[src/rtl/gf180mcu_osu_sc_9t_oai31_bist.sv]
// Self-test sequencer for the OAI31 cell: walks all 16 input vectors,
// samples Y after a settle window and records mismatches.
module gf180mcu_osu_sc_9t_oai31_bist #(
  parameter int SETTLE = 2,
  parameter int LOOPS  = 1
) (
  input  logic       CLK,
  input  logic       RST,
  input  logic       START,
  input  logic       Y,
  output logic       A0,
  output logic       A1,
  output logic       A2,
  output logic       B,
  output logic       BUSY,
  output logic       DONE,
  output logic       PASS,
  output logic [4:0] ERRCNT,
  output logic       FAILVLD,
  output logic [3:0] FAILVEC
);

  typedef enum logic [1:0] {
    S_IDLE,
    S_WAIT,
    S_CHECK,
    S_DONE
  } state_t;

  state_t     st, st_n;
  logic [3:0] v, v_n;
  logic [3:0] loop, loop_n;
  logic [3:0] wcnt, wcnt_n;
  logic [3:0] drv, drv_n;
  logic [3:0] fvec_n;
  logic [4:0] err_n;
  logic       busy_n, done_n, pass_n, fvld_n;
  logic       exp_y, miss;

  assign exp_y = ~((v[0] | v[1] | v[2]) & v[3]);
  assign miss  = (Y != exp_y);
  assign {B, A2, A1, A0} = drv;

  always_ff @(posedge CLK or posedge RST) begin
    if (RST) begin
      st      <= S_IDLE;
      v       <= 4'd0;
      loop    <= 4'd0;
      wcnt    <= 4'd0;
      drv     <= 4'd0;
      BUSY    <= 1'b0;
      DONE    <= 1'b0;
      PASS    <= 1'b0;
      ERRCNT  <= 5'd0;
      FAILVLD <= 1'b0;
      FAILVEC <= 4'd0;
    end else begin
      st      <= st_n;
      v       <= v_n;
      loop    <= loop_n;
      wcnt    <= wcnt_n;
      drv     <= drv_n;
      BUSY    <= busy_n;
      DONE    <= done_n;
      PASS    <= pass_n;
      ERRCNT  <= err_n;
      FAILVLD <= fvld_n;
      FAILVEC <= fvec_n;
    end
  end

  always_comb begin
    st_n   = st;
    v_n    = v;
    loop_n = loop;
    wcnt_n = wcnt;
    drv_n  = drv;
    busy_n = BUSY;
    done_n = DONE;
    pass_n = PASS;
    err_n  = ERRCNT;
    fvld_n = FAILVLD;
    fvec_n = FAILVEC;
    unique case (st)
      S_IDLE, S_DONE: begin
        if (START) begin
          st_n   = S_WAIT;
          v_n    = 4'd0;
          loop_n = 4'd0;
          wcnt_n = 4'd0;
          drv_n  = 4'd0;
          busy_n = 1'b1;
          done_n = 1'b0;
          pass_n = 1'b0;
          err_n  = 5'd0;
          fvld_n = 1'b0;
          fvec_n = 4'd0;
        end
      end
      S_WAIT: begin
        wcnt_n = wcnt + 4'd1;
        if (wcnt == 4'(SETTLE - 1))
          st_n = S_CHECK;
      end
      S_CHECK: begin
        if (miss) begin
          if (ERRCNT != 5'd31)
            err_n = ERRCNT + 5'd1;
          if (!FAILVLD) begin
            fvld_n = 1'b1;
            fvec_n = v;
          end
        end
        // pass decision must see this cycle's mismatch
        if (v == 4'd15 && loop == 4'(LOOPS - 1)) begin
          st_n   = S_DONE;
          done_n = 1'b1;
          busy_n = 1'b0;
          pass_n = (err_n == 5'd0);
          drv_n  = 4'd0;
        end else begin
          st_n   = S_WAIT;
          v_n    = v + 4'd1;
          drv_n  = v + 4'd1;
          wcnt_n = 4'd0;
          if (v == 4'd15)
            loop_n = loop + 4'd1;
        end
      end
      default: ;
    endcase
  end

endmodule
[config.mk]
export PLATFORM = sky130hd
export DESIGN_NAME = gf180mcu_osu_sc_9t_oai31_bist
export DESIGN_NICKNAME = d
export VERILOG_FILES = /design/src/rtl/gf180mcu_osu_sc_9t_oai31_bist.sv
export SDC_FILE = /design/constraint.sdc
export NUM_CORES = 1
export LEC_CHECK = 0
export CORE_MARGIN = 5
export CORE_UTILIZATION = 55
export DETAILED_ROUTE_END_ITERATION = 8
export PLACE_DENSITY = 0.78
export SYNTH_ARGS = -nofsm -noshare
export SYNTH_HDL_FRONTEND = slang
export SYNTH_SLANG_ARGS = --single-unit
[constraint.sdc]
create_clock -name CLK -period 5.1 [get_ports CLK]
set_clock_uncertainty 0.05 [all_clocks]
set_input_delay 0.765 -clock CLK [delete_from_list [all_inputs] [get_ports CLK]]
set_output_delay 0.765 -clock CLK [all_outputs]
set_load 0.005 [all_outputs]
==> results.json, run 1 <==
{
  "grt_pass1_vias": 1477,
  "die_y_um": 67.71,
  "rows": 21,
  "p_leak_nw": 0.9710,
  "cpMaxStageDelayCell": "o21ai_1",
  "reg2reg_depth": 6,
  "root_buffer": "clkbuf_4",
  "cp_top_family": "compound AO/OA/AOI/OAI gates",
  "crit_type": "flop to flop",
  "ir_worst_vdd_mv": 0.3160,
  "clkPwrFrac": 0.227,
  "grt_max_degree": 32,
  "intPower_mw": 0.5308,
  "drtIter0Drc": 89,
  "wl_per_cell_um": 14.37,
  "final_layout_size_suffix_gt1_frac": 0.09217,
  "areaGrowthSynthToFinish_pct": 17.55,
  "fin_crit_ps": 2338,
  "start_kind": "flop",
  "r2r-end": "ERRCNT[0]$_DFFE_PP0P_",
  "cp-end-kind": "flop",
  "antenna_found_initial": 0,
  "cp_num_buf_inv": 2,
  "final_cell_mix": "dfrtp_1 (31), nand2_1 (22), clkdlybuf4s50_1 (20), o21ai_0 (18), nor2_1 (14)",
  "ant_nets": 0,
  "grt_overflow": 0,
  "swShare": 0.4020,
  "fin_ws_ps": 2762,
  "critPathCapture": "ERRCNT[0]$_DFFE_PP0P_",
  "die_w_um": 67.71,
  "hold_class": "flop to flop",
  "gp_congestion": 0.8627,
  "post-dp-hpwl_mm": 2.705,
  "diodes": 0,
  "worstSetupStartpoint": "st[0]$_DFFE_PP0P_",
  "portBuffers": 20,
  "dp_slack_ps": 2615,
  "avgSynthCellArea_um2": 9.442,
  "final_area_um2": 2153,
  "grt_first_pass_wirelength_mm": 6.589,
  "r2r-start": "st[0]$_DFFE_PP0P_",
  "finalSetupViolations": 0,
  "grt_usage": 0.1945,
  "ctsResizeCount": 0,
  "tightest_slew_ps": 609.5,
  "seqPwrFrac": 0.347,
  "yosysTopAreaCellShare": 0.4235,
  "p_per_area_nw_per_um2": 412.2,
  "dpl_cell_area_um2": 2067,
  "io_pins": 21,
  "fin_cells": 263,
  "cts_tree": "yes",
  "clock_path_buffers": 2,
  "hold_ws_ps": 446.4,
  "rsz0062_at_grt": "false",
  "cts_hold_buf": 0,
  "final_common_cell": "dfrtp_1",
  "reg2reg_slack_ps": 2760,
  "seq_area_frac_synth": 0.4235,
  "core_um2": 3284,
  "fin_nets": 230,
  "cp_slowest_stage_delay_ps": 560,
  "finalHoldViolCount": 0,
  "slew_headroom": 0.5909,
  "synth_top_cell_by_area": "dfrtp_1",
  "yosys-top-cells-area": "dfrtp_1 (42%), ha_1 (6.8%), o21ai_0 (5.2%), mux2i_1 (4.9%), nand2_1 (4.5%)",
  "worstSkewPairLatency_ps": 330,
  "dieArea_um2": 4585,
  "postCtsSetupBuffers": 0,
  "yosysUniqueCellTypes": 47,
  "finalCritPeriodShare": 0.4585,
  "path_cells": "inv_1 > ha_1 > inv_1 > o21ai_1 > o21ai_2 > mux2_2",
  "yosysWarnings": 0,
  "finalSetupTns_ps": 0,
  "max_freq_ghz": 0.4277,
  "clk_pin_slew_ps": 100,
  "crit_path_max_fanout": 12,
  "wl_mm": 3.779,
  "vias_per_cell": 5.700,
  "postSynthCellCount": 194,
  "netSwitchingPower_mw": 0.3568,
  "slew_viol_final": 0,
  "vias": 1499,
  "combPwrFrac": 0.425,
  "h-tree-depth": 2,
  "cp.depth": 6,
  "final_util": 0.6556,
  "crit_top_cell": "inv_1",
  "worstPathRequired_ps": 5270,
  "clkSinkCount": 31,
  "start_util": 0.5577,
  "finalPower_mw": 0.8875,
  "drc": 0,
  "cts_buffers": 5,
  "place_inst": 255,
  "drv_cap": 0,
  "first_pass_iters": 4,
  "syn_area_um2": 1832,
  "worstPathArrival_ps": 2510,
  "syn_nets": 208,
  "ys_ff_latch": 31,
  "status": "finished clean"
}
cell usage after synthesis (all sizes together):
cell / count
a211o: 1
a32o: 1
nand2b: 3
and3: 2
or3b: 1
dfrtp: 31
or3: 1
and3b: 1
nor2b: 1
buf: 3
and4b: 1
nor3b: 2
and2: 3
nand2: 22
nand3: 7
xor2: 1
a31oi: 2
a21boi: 1
clkbuf: 4
o22ai: 4
and4: 1
xnor2: 1
nor3: 4
a211oi: 1
nand3b: 3
a22o: 4
mux2: 1
o31ai: 3
nand4b: 1
inv: 11
nor2: 15
o211ai: 1
a21oi: 13
mux2i: 9
a22oi: 1
o21ai: 21
ha: 10
nand4: 1
o31a: 1
how the worst min path moves through the flow:
stage,start,end,cells after the start
after detailed placement,drv[1]$_DFFE_PP0P_,drv[1]$_DFFE_PP0P_,2
after global placement,drv[0]$_DFFE_PP0P_,drv[0]$_DFFE_PP0P_,2
after global routing,drv[3]$_DFFE_PP0P_,drv[3]$_DFFE_PP0P_,2
after floorplan,drv[0]$_DFFE_PP0P_,drv[0]$_DFFE_PP0P_,2
final,drv[3]$_DFFE_PP0P_,drv[3]$_DFFE_PP0P_,2
after CTS,drv[1]$_DFFE_PP0P_,drv[1]$_DFFE_PP0P_,2
state kept, by name, summed over array words and instances, names as in the netlist:
| register | count |
|---|---|
| ERRCNT | 5 |
| PASS | 1 |
| FAILVLD | 1 |
| loop | 4 |
| v | 4 |
| drv | 4 |
| BUSY | 1 |
| wcnt | 4 |
| st | 2 |
| DONE | 1 |
| FAILVEC | 4 |
layer usage:
layer,part of all wire,track usage,vias up
met4,0.014,0.08354,0
met1,0.45,0.2521,714
met5,0,0,-
met2,0.48,0.2953,42
li1,-,-,737
met3,0.056,0.06323,6
kinds of logic after synthesis:
logic type	after synthesis	share of synthesized area
mux	10	0.05533
compound gates	54	0.1981
buf+inv	18	0.04303
simple gates	69	0.2022
fa+ha+maj	10	0.06831
xor+xnor	2	0.009565
flops	31	0.4235
power groups by stage:
stage	registers (mW)	clock network, mW	logic (mW)
global route	0.314	0.221	0.425
detailed placement	0.313	0	0.376
CTS	0.308	0.208	0.380
floorplan	0.307	0	0.283
finish	0.308	0.202	0.378
global placement	0.310	0	0.359
area by class of cell:
cell class                 count  area [um^2]
inverter                      11        41.29
clock inverter                 2        35.03
fill                         261         1131
sequential                    31        775.7
clock buffer                   6        51.30
multi-input combinational    145        977.2
tap                           46        57.56
timing repair buffer          22        215.2
tightest hold or removal path, cell delays in order, from the launching register on:
cell and delay [ps]:
dfrtp_1 360, nand2_1 50, o31ai_1 60
No activity file was read; power rests on OpenSTA's default activity.
==> inputs of run 2 (changes only) <==
- CORE_UTILIZATION: 55 -> 50
- PLACE_DENSITY: 0.78 -> 0.75
- clock period: 5.1 -> 2 ns (I/O delays scaled with it)
==> run 2 against run 1 <==
- non-clock buffer count up 4
- sequential cell count is the same
- hold slack worse by 110 ps
- critical path depth is 1 higher
- register-to-register slack worse by 2600 ps
- design area is 4.2% higher
- worst setup slack lost 2600 ps
- via count down 3.1%
- maximum frequency grew 25%
- utilization down 3.3 points
- critical path type unchanged
- critical endpoint is now wcnt[3]$_DFFE_PP0P_
- highest routed layer unchanged
==> results.json, run 2 (synthesis results as in run 1) <==
{
  "start_util": 0.5080,
  "root_buffer": "clkbuf_8",
  "dieArea_um2": 4974,
  "max_freq_ghz": 0.5327,
  "die_w_um": 70.53,
  "vias": 1452,
  "slew_headroom": 0.7388,
  "clkSinkCount": 31,
  "finalSetupViolations": 0,
  "finalPower_mw": 2.507,
  "clk_pin_slew_ps": 60,
  "crit_path_max_fanout": 8,
  "dpl_cell_area_um2": 2112,
  "rows": 22,
  "clock_path_buffers": 2,
  "grt_usage": 0.1692,
  "ant_nets": 0,
  "finalSetupTns_ps": 0,
  "start_kind": "flop",
  "grt_first_pass_wirelength_mm": 6.637,
  "vias_per_cell": 5.398,
  "slew_viol_final": 0,
  "fin_nets": 234,
  "fin_cells": 269,
  "finalHoldViolCount": 0,
  "postCtsSetupBuffers": 0,
  "final_cell_mix": "dfrtp_1 (31), nand2_1 (22), clkdlybuf4s50_1 (20), o21ai_0 (18)",
  "final_layout_size_suffix_gt1_frac": 0.1312,
  "io_pins": 21,
  "largest_register_ffs": 5,
  "diodes": 0,
  "worstSkewPairLatency_ps": 290,
  "grt_overflow": 0,
  "drv_cap": 0,
  "wl_per_cell_um": 13.81,
  "grt_max_degree": 32,
  "hold_class": "input port to asynchronous set/reset pin",
  "post-dp-hpwl_mm": 2.668,
  "first_pass_iters": 4,
  "antenna_found_initial": 0,
  "crit_type": "flop to flop",
  "h-tree-depth": 2,
  "largest_register": "ERRCNT",
  "portBuffers": 20,
  "ctsResizeCount": 0,
  "gp_congestion": 0.7944,
  "worstPathArrival_ps": 2000,
  "drtIter0Drc": 89,
  "cts_buffers": 5,
  "cp-end-kind": "flop",
  "fin_crit_ps": 1877,
  "grt_pass1_vias": 1388,
  "areaGrowthSynthToFinish_pct": 22.54,
  "status": "finished clean",
  "place_inst": 261,
  "cts_hold_buf": 0,
  "drc": 0,
  "final_area_um2": 2245,
  "tightest_slew_ps": 391.8,
  "die_y_um": 70.53,
  "ir_worst_vdd_mv": 0.7016,
  "wl_mm": 3.715,
  "finalCritPeriodShare": 0.9386,
  "p_per_area_nw_per_um2": 1117,
  "worstPathRequired_ps": 2120,
  "hold_ws_ps": 340.4,
  "cts_tree": "yes",
  "p_leak_nw": 1.009,
  "final_common_cell": "dfrtp_1",
  "core_um2": 3606,
  "rsz0062_at_grt": "false",
  "reg2reg_slack_ps": 120
}
==> run 2: cell types whose count changed in the layout (fill, tap and decap cells not counted), moves of 2 or more <==
cell,change
clkbuf_4,-5
clkbuf_8,+5
buf_4,+3
nor2_1,-2
nor2_2,+2
==> run 2: critical path: stages (launching register included) <==
cell and delay (ps):
dfrtp_1 410, inv_1 100, ha_1 160, or3b_1 400, o31a_4 330, nor3b_1 150
a21oi_2 90, o22ai_1 80
==> run 2: metal layers <==
layer  track usage  vias to the layer above  wire length (um)
met1        0.2396                      679              1771
met5             0                        -                 0
met4       0.07021                        0                78
li1              -                      740                 -
met2        0.2443                       27              1722
met3       0.04460                        6               142
==> run 2: area by class of cell <==
cell class | count | area, um^2
Clock buffer | 6 | 82.58
Inverter | 11 | 41.29
Clock inverter | 2 | 35.03
Sequential cell | 31 | 775.7
Fill cell | 290 | 1361
Tap cell | 48 | 60.06
Timing Repair Buffer | 26 | 257.7
Multi-Input combinational cell | 145 | 992.2
==> run 2: power breakdown <==
part | switching (mW) | internal [mW] | total, mW
sequential | 0.0764 | 0.707 | 0.784
combinational | 0.625 | 0.460 | 1.08
clock | 0.235 | 0.403 | 0.638
total | 0.937 | 1.57 | 2.51
==> run 2: final timing paths <==
path,cells after the start,start,end
setup / recovery,7,loop[0]$_DFFE_PP0P_,wcnt[3]$_DFFE_PP0P_
hold / removal,3,RST,FAILVEC[3]$_DFFE_PP0P_
setup reg to reg,7,loop[0]$_DFFE_PP0P_,wcnt[3]$_DFFE_PP0P_
hold reg to reg,2,drv[3]$_DFFE_PP0P_,drv[3]$_DFFE_PP0P_
max in group asynchronous,3,RST,st[1]$_DFFE_PP0P_
min in group CLK,2,drv[3]$_DFFE_PP0P_,drv[3]$_DFFE_PP0P_
==> run 2: through the flow <==
stage	setup WS (ps)	util
2_1_floorplan	208.3	-
3_3_place_gp	151.8	0.5857
3_5_place_dp	140.9	0.5857
4_1_cts	136.4	0.6183
5_1_grt	15.31	0.6225
6_report	122.9	0.6225
